==> src/rtl/imem_loader.sv <==
// Instruction-memory boot loader: receives a length-prefixed, checksummed byte
// stream and writes big-endian 32-bit words into instruction memory.
module imem_loader #(
   parameter int unsigned DEPTH = 1024
) (
   input  logic        clk,
   input  logic        rst,
   input  logic        start,
   input  logic        in_valid,
   input  logic [7:0]  in_data,
   output logic        in_ready,
   output logic        wr_en,
   output logic [9:0]  wr_addr,
   output logic [31:0] wr_data,
   output logic        cpu_hold,
   output logic        done,
   output logic        err
);

   localparam int unsigned AW = 10;
   localparam int unsigned DW = 32;
   localparam int unsigned BW = 8;
   localparam int unsigned LW = 16;
   localparam logic [LW-1:0] DEPTH_W = LW'(DEPTH);

   typedef enum logic [2:0] {
      S_IDLE,
      S_LEN_HI,
      S_LEN_LO,
      S_DATA,
      S_CHECK,
      S_DONE,
      S_ERR
   } state_e;

   state_e          state_q, state_d;
   logic [LW-1:0]   len_q, len_d;
   logic [LW-1:0]   word_cnt_q, word_cnt_d;
   logic [1:0]      byte_cnt_q, byte_cnt_d;
   logic [23:0]     shift_q, shift_d;
   logic [BW-1:0]   csum_q, csum_d;
   logic            in_ready_q, in_ready_d;
   logic            wr_en_q, wr_en_d;
   logic [AW-1:0]   wr_addr_q, wr_addr_d;
   logic [DW-1:0]   wr_data_q, wr_data_d;
   logic            cpu_hold_q, cpu_hold_d;
   logic            done_q, done_d;
   logic            err_q, err_d;

   logic            accept;
   logic [LW-1:0]   len_full;

   assign accept   = in_valid & in_ready_q;
   assign len_full = {len_q[7:0], in_data};

   // Next-state and registered-output logic
   always_comb begin
      state_d    = state_q;
      len_d      = len_q;
      word_cnt_d = word_cnt_q;
      byte_cnt_d = byte_cnt_q;
      shift_d    = shift_q;
      csum_d     = csum_q;
      wr_en_d    = 1'b0;
      wr_addr_d  = wr_addr_q;
      wr_data_d  = wr_data_q;

      case (state_q)
         S_IDLE, S_DONE, S_ERR: begin
            if (start) begin
               state_d    = S_LEN_HI;
               len_d      = '0;
               word_cnt_d = '0;
               byte_cnt_d = '0;
               shift_d    = '0;
               csum_d     = '0;
            end
         end
         S_LEN_HI: begin
            if (accept) begin
               len_d   = {8'h00, in_data};
               state_d = S_LEN_LO;
            end
         end
         S_LEN_LO: begin
            if (accept) begin
               len_d   = len_full;
               state_d = ((len_full == '0) || (len_full > DEPTH_W)) ? S_ERR : S_DATA;
            end
         end
         S_DATA: begin
            if (accept) begin
               csum_d = csum_q ^ in_data;
               if (byte_cnt_q == 2'd3) begin
                  wr_en_d    = 1'b1;
                  wr_addr_d  = AW'(word_cnt_q);
                  wr_data_d  = {shift_q, in_data};
                  byte_cnt_d = '0;
                  word_cnt_d = word_cnt_q + LW'(1);
                  if (word_cnt_q == (len_q - LW'(1))) begin
                     state_d = S_CHECK;
                  end
               end else begin
                  shift_d    = {shift_q[15:0], in_data};
                  byte_cnt_d = byte_cnt_q + 2'd1;
               end
            end
         end
         S_CHECK: begin
            if (accept) begin
               state_d = (in_data == csum_q) ? S_DONE : S_ERR;
            end
         end
         default: state_d = S_IDLE;
      endcase

      // Status flags track the state being entered so they change with it
      in_ready_d = (state_d == S_LEN_HI) || (state_d == S_LEN_LO) ||
                   (state_d == S_DATA)   || (state_d == S_CHECK);
      done_d     = (state_d == S_DONE);
      err_d      = (state_d == S_ERR);
      cpu_hold_d = (state_d != S_DONE);
   end

   always_ff @(posedge clk) begin
      if (rst) begin
         state_q    <= S_IDLE;
         len_q      <= '0;
         word_cnt_q <= '0;
         byte_cnt_q <= '0;
         shift_q    <= '0;
         csum_q     <= '0;
         in_ready_q <= 1'b0;
         wr_en_q    <= 1'b0;
         wr_addr_q  <= '0;
         wr_data_q  <= '0;
         cpu_hold_q <= 1'b1;
         done_q     <= 1'b0;
         err_q      <= 1'b0;
      end else begin
         state_q    <= state_d;
         len_q      <= len_d;
         word_cnt_q <= word_cnt_d;
         byte_cnt_q <= byte_cnt_d;
         shift_q    <= shift_d;
         csum_q     <= csum_d;
         in_ready_q <= in_ready_d;
         wr_en_q    <= wr_en_d;
         wr_addr_q  <= wr_addr_d;
         wr_data_q  <= wr_data_d;
         cpu_hold_q <= cpu_hold_d;
         done_q     <= done_d;
         err_q      <= err_d;
      end
   end

   assign in_ready = in_ready_q;
   assign wr_en    = wr_en_q;
   assign wr_addr  = wr_addr_q;
   assign wr_data  = wr_data_q;
   assign cpu_hold = cpu_hold_q;
   assign done     = done_q;
   assign err      = err_q;

endmodule
==> config.mk <==
export PLATFORM = sky130hd
export DESIGN_NAME = imem_loader
export DESIGN_NICKNAME = d
export VERILOG_FILES = /design/src/rtl/imem_loader.sv
export SDC_FILE = /design/constraint.sdc
export NUM_CORES = 1
export LEC_CHECK = 0
export BUFFER_PORTS_ARGS = -buffer_cell sky130_fd_sc_hd__buf_2
export CELL_PAD_IN_SITES_DETAIL_PLACEMENT = 0
export CELL_PAD_IN_SITES_GLOBAL_PLACEMENT = 1
export CORE_MARGIN = 10
export CORE_UTILIZATION = 40
export CTS_CLUSTER_SIZE = 30
export DETAILED_ROUTE_END_ITERATION = 10
export HOLD_SLACK_MARGIN = 0.08
export PLACE_DENSITY = 0.73
export SETUP_SLACK_MARGIN = 0.15
export SKIP_LAST_GASP = 1
export SYNTH_ARGS = -nofsm -noshare
export SYNTH_HDL_FRONTEND = slang
export SYNTH_SLANG_ARGS = --single-unit
export TNS_END_PERCENT = 1
==> constraint.sdc <==
create_clock -name clk -period 3.7 [get_ports clk]
set_input_delay 0.185 -clock clk [delete_from_list [all_inputs] [get_ports clk]]
set_output_delay 0.185 -clock clk [all_outputs]
set_load 0.02 [all_outputs]
# [After elaboration in Yosys (flattened, before gate mapping)]
# Index checks and enable logic that the tools add are counted.
[op_classes] addsub=3 n_lt_le_gt_ge=1 eq_ne=22 mux=29 bitwise=4 n_reduce_logical=15
[ops] op="two-way mux 16 bit" count=5
[ops] op="two-way mux 24 bit" count=3
[ops] op="case mux 16 bit (3 select lines)" count=1
[ops] op="case mux 24 bit (2 select lines)" count=1
[ops] op="case mux 16 bit (2 select lines)" count=1
[ops] op="two-way mux 3 bit" count=8
[ops] op="== test 3 bit (second input constant)" count=6
[ops] op="adder 16 x 1 -> 16 bit (second input constant)" count=1
[ops] op="== test 16 bit" count=1
[ops] op="> comparator 16 x 11 -> 1 bit (second input constant)" count=1
[ops] op="logical NOT 16 bit" count=1
[ops] op="two-way mux 8 bit" count=2
[ops] op="case mux 8 bit (2 select lines)" count=1
[ops] op="subtractor 16 x 1 -> 16 bit (second input constant)" count=1
[ops] op="case mux 3 bit (5 select lines)" count=1
[ops] op="== test 3 x 2 -> 1 bit (second input constant)" count=4
[ops] op="inequality test 2 bit (second input constant)" count=6
[ops] op="AND reduction 4 bit" count=3
[ops] op="== test 8 bit" count=1
[ops] op="two-way mux 2 bit" count=4
[ops] op="bitwise XOR 8 bit" count=1
[ops] op="== test 3 x 1 -> 1 bit (second input constant)" count=2
[ops] op="AND reduction 3 bit" count=2
[ops] op="OR reduction 3 bit" count=2
[ops] op="other kinds (11)" count=15
[totals] reg_bits=116 in_bits=12 output_inout_bits=47 wordCells=87

# [Logic depth before layout (Yosys ltp)]
[depth] depth_word=10 depth_mapped=9 depth_no_buf=9

# [Worst setup path after synthesis]
# No wires, ideal clock.
[synth_timing] kind="flip-flop to flip-flop" from="register len_q[10]" to="register done_q, in the netlist done" setup_ns=0.059 t_arrival_ns=2.245 t_required_ns=3.641 path_slack_ns=1.396 path_stages_with_launch=8 path_buffers=0 synth_period_minus_slack_ns=2.304 path_cell_list="dfxtp_1 or4_4 nor4b_4 xnor2_1 or4_1 nor4b_2 a22o_2 and2_1"
[synth_via] elab_chain_len=7
[synth_rtl] item="start: declaration" line="37" rtl="logic [LW-1:0] len_q, len_d;"
[synth_rtl] item="start signal: assignment" line="142" rtl="len_q <= len_d;"
[synth_rtl] item="subtractor 16 x 1 -> 16 bit" line="100" rtl="if (word_cnt_q == (len_q - LW'(1))) begin"
[synth_rtl] item="== test 16 bit" line="100"
[synth_rtl] item="two-way mux 3 bit" line="100"
[synth_rtl] item="two-way mux 3 bit" line="94" rtl="if (byte_cnt_q == 2'd3) begin"
[synth_rtl] item="two-way mux 3 bit" line="92" rtl="if (accept) begin"
[synth_rtl] item="case mux 3 bit (5 select lines)" line="68" rtl="case (state_q)"
[synth_rtl] item="== test 3 bit" line="120" rtl="done_d = (state_d == S_DONE);"
[synth_rtl] item="end signal: assignment" line="152" rtl="done_q <= done_d;"
[synth_rtl] item="end: declaration" line="47" rtl="logic done_q, done_d;"
# No other way between the ends.
# A chain may end at the register's enable or synchronous reset.

# [Worst setup path in the final report]
[layout_timing] from="register state_q[2]" to="register word_cnt_q[15]"
[layout_via] elab_chain_len=4 elab_cells_between_ends=11 classes_between="6 x eq/ne; 1 x mux; 4 x reduce/logical"
[layout_rtl] item="start: declaration" line="36" rtl="state_e state_q, state_d;"
[layout_rtl] item="start signal: assignment" line="141" rtl="state_q <= state_d;"
[layout_rtl] item="== test 3 bit / logical NOT 3 bit (equally long branches)" line="68"
[layout_rtl] item="OR reduction 3 bit" line="68"
[layout_rtl] item="inequality test 2 bit (no source line) / nonzero test 2 bit (equally long branches)"
[layout_rtl] item="AND reduction 4 bit (no source line)"
[layout_rtl] item="end signal: assignment" line="143" rtl="word_cnt_q <= word_cnt_d;"
[layout_rtl] item="end: declaration" line="38" rtl="logic [LW-1:0] word_cnt_q, word_cnt_d;"
# Several ways; a longest one is shown, not always the timed one.

==> reports/results.tsv <==
stage	metric	value	unit
synthesis	share of synthesized registers carrying an async set or reset	0	%
global_routing	antenna violations before repair	0	
global_routing	Overflow after GRT	0	
min_path	Hold Crit Depth	3	
cts	clock sink total	116	
route	final wirelength	13700	um
floorplan	effective utilization at floorplan	41.0	%
route	via density per instance	5.35	
synthesis	number of different library cells in the post-synthesis netlist	51	
pwr	total leakage power	2.31	nW
cells_and_area	Filler Cell Count	1275	
cts	clock latency on the worst-skew pair	0.41	ns
route	via count of the routed design	4660	
critical_path	startpoint type of the worst setup path	flop	
cts	CTS H-tree depth	4	
cts	CTS tree	built	
synthesis	netlist area before placement	5170	um2
critical_path	R2R depth	7	
synthesis	register bit total from synthesis	116	
critical_path	critical path class	reg -> reg	
critical_path	largest fanout of any net on the critical path	16	
synthesis	Post-Synthesis Cells	647	
timing	Max transition margin	31.7	%
route	router iterations before antenna repair	4	
cts	clock tree root buffer cell	sky130_fd_sc_hd__clkbuf_16	
run_status	run status	complete, no violations	
cts	TritonCTS Buffers	17	
cts	clock-pin transition on the worst setup and hold timing paths	0.05	ns
timing	Max Clk Rate	377	MHz
critical_path	source of the worst register-to-register timing path	state_q[2]	
cells_and_area	total number of nets in the final design	701	
global_routing	GRT Overall Usage	15.8	%
place	gpl congestion	0.876	
global_routing	pin count of the biggest net entering global routing	98	
synthesis	area leader, netlist	sky130_fd_sc_hd__dfxtp_1	
floorplan	area of the die	17900	um2
pwr	PD cells	523	nW/um2
cts	CTS Hold Bufs	3	
route	count of routing violations after the opening detailed-route iteration	321	
timing	final-layout setup total negative slack	0	ns
critical_path	endpoint class of the critical path	flop	
cells_and_area	area growth from synthesis to final layout	20.0	%
critical_path	worst r2r dst	word_cnt_q[15]	
timing	final count of hold timing violations	0	
critical_path	R2R Setup Slk	1.05	ns
cells_and_area	Reg area	2320	um2
cts	post-CTS setup-driven buffer insertion count	0	
cells_and_area	Final Cell Area	6200	um2
cells_and_area	area of the multi-input gates	2650	um2
timing	RSZ-0062 raised after global routing	false	
place	sum of net half-perimeters after detailed placement	9330	um
min_path	Hold Crit Endpoint	wr_data[3]	
synthesis	commonest cells in the synthesized netlist	sky130_fd_sc_hd__nand2_1 (123), sky130_fd_sc_hd__dfxtp_1 (116), sky130_fd_sc_hd__a21oi_1 (79)	
floorplan	die width	134	um
floorplan	total I/O pin count	59	
synthesis	average cell area after synthesis	7.99	um2
synthesis	cell with the most instances after synthesis	sky130_fd_sc_hd__nand2_1	
synthesis	portion of the post-synthesis area used by sequential elements	44.9	%
synthesis	largest cells by area after synthesis	sky130_fd_sc_hd__dfxtp_1 (45%), sky130_fd_sc_hd__nand2_1 (8.9%), sky130_fd_sc_hd__a21oi_1 (7.6%), sky130_fd_sc_hd__nor2_1 (4.6%), sky130_fd_sc_hd__xnor2_1 (3.9%)	
place	dpl cell area	5540	um2
route	detail-routed net length per standard cell	15.8	um
timing	total of endpoints with negative setup slack in the final report	0	
cts	post-cts resize count	0	
min_path	min-delay worst type	in -> reg	
critical_path	required time at the worst-slack endpoint	4.04	ns
min_path	critical hold path startpoint	in_data[3]	
route	antenna violation net count after detailed routing	0	
route	post-route DRC violation count	0	
cells_and_area	Antenna diodes	0	
synthesis	EDFF count, synth	0	
floorplan	Site Rows	41	
timing	Max Transition Viols Final	0	
timing	Final Critical Period	2.65	ns
floorplan	core area	12600	um2
floorplan	Die Y-Extent	134	um
run	MaxCap Viol Count	0	
timing	Final period util	71.6	%
global_routing	global-route wire length before repair	23200	um
synthesis	ys flop type	sky130_fd_sc_hd__dfxtp_1	
synthesis	area share of the largest cell type after synthesis	44.9	%
cts	clock tree buffer depth	2	
pwr	worst-case vdd ir drop	0.337	mV
cells_and_area	fraction of layout cells with a size suffix above 1	14.4	%
global_routing	vias in the first global route	4623	
place	quantity of I/O buffers inserted on ports	58	
timing	Tightest Pin Transition	1.03	ns
synthesis	total of warnings raised by yosys	0	
synthesis	nets in the synthesized netlist	662	
timing	setup clock skew after layout	0.00628	ns
critical_path	Crit path arrival time	2.99	ns
==> layer usage <==
metal	up-vias	share of wire (%)	global-route usage, %
met5	-	0	0
met4	0	1.8	5.86
met3	22	4.9	4.59
met2	113	48	25.7
met1	2204	45	19.2
li1	2321	-	-
==> power breakdown <==
group	switching, W	internal, W	total [W]	leakage [nW]
sequential	0.0000181	0.00126	0.00128	0.935
clock	0.000588	0.00116	0.00175	0.310
combinational	0.000147	0.0000739	0.000221	1.07
total	0.000753	0.00249	0.00325	2.31
==> how the worst max path moves through the flow <==
stage                     startpoint             end  slack (ns)
final                     state_q[2]  word_cnt_q[15]        1.05
after global routing      state_q[2]  word_cnt_q[13]        0.79
after CTS                 state_q[2]  word_cnt_q[15]        1.06
after detailed placement  state_q[2]  word_cnt_q[15]        1.07
after global placement    state_q[2]  word_cnt_q[13]        1.16
after floorplan            len_q[10]            done        1.40
==> cells by family after synthesis <==
kind of cell | Yosys count | share of synthesized area [%]
AO/OA/AOI/OAI | 146 | 16.8
buffers and inverters | 53 | 3.87
flip-flops | 116 | 44.9
adder cells (fa/ha/maj) | 3 | 0.726
AND/OR/NAND/NOR | 287 | 26.6
XOR/XNOR | 41 | 6.95
multiplexers | 1 | 0.194
==> worst max-delay path: stages (launching register included) <==
cell                      delay (ns)
sky130_fd_sc_hd__dfxtp_1        0.61
sky130_fd_sc_hd__xor2_1         0.14
sky130_fd_sc_hd__or3b_1         0.44
sky130_fd_sc_hd__nand2_1        0.15
sky130_fd_sc_hd__nand3_1        0.24
sky130_fd_sc_hd__or3_1          0.48
sky130_fd_sc_hd__or3_1          0.37
sky130_fd_sc_hd__a21oi_1        0.14
==> stage by stage <==
step	setup slack [ns]	hold slack (ns)	std cells	power (W)	utilization, %
6_report	1.05	0.0933	871	0.00325	49.2
5_1_grt	0.792	0.0982	871	0.00336	49.2
4_1_cts	1.06	0.0851	871	0.00328	49.2
3_5_place_dp	1.07	0.446	836	0.00152	43.9
3_3_place_gp	1.16	0.439	836	0.00152	43.9
2_1_floorplan	1.40	0.321	647	0.00146	-
==> registers in the layout, summed over array words and instances (netlist names) <==
name and cells:
csum_q 8, shift_q 24, wr_addr 10, byte_cnt_q 2
word_cnt_q 16, len_q 16, wr_en 1, wr_data 32
in_ready 1, done 1, err 1, state_q 3
cpu_hold 1
==> cells in the final DEF, fill, tap and decap left out, drive strengths merged, types with 5 or more instances in the layout <==
cell type  Yosys  layout
nand3         25      25
a21oi         79      79
and3           5       5
inv            7       8
or3            8       8
nor3           9       9
nor4           6       6
nand2        123     123
clkinv         0       6
or4            6       6
nor2b          7       7
nand4          7       7
buf            0      63
dfxtp        116     116
xor2          18      18
nand3b        10      10
o21ai         19      19
a22oi         26      26
nor2          63      63
xnor2         23      23
clkbuf        46      20
==> area by class of cell <==
class | instances | area share [%]
Sequential cell | 116 | 37.4
Timing Repair Buffer | 66 | 5.77
Inverter | 7 | 0.423
Clock inverter | 12 | 2.86
Tap cell | 172 | 3.47
Clock buffer | 20 | 7.36
Multi-Input combinational cell | 478 | 42.7
No activity file was read; power rests on OpenSTA's default activity.
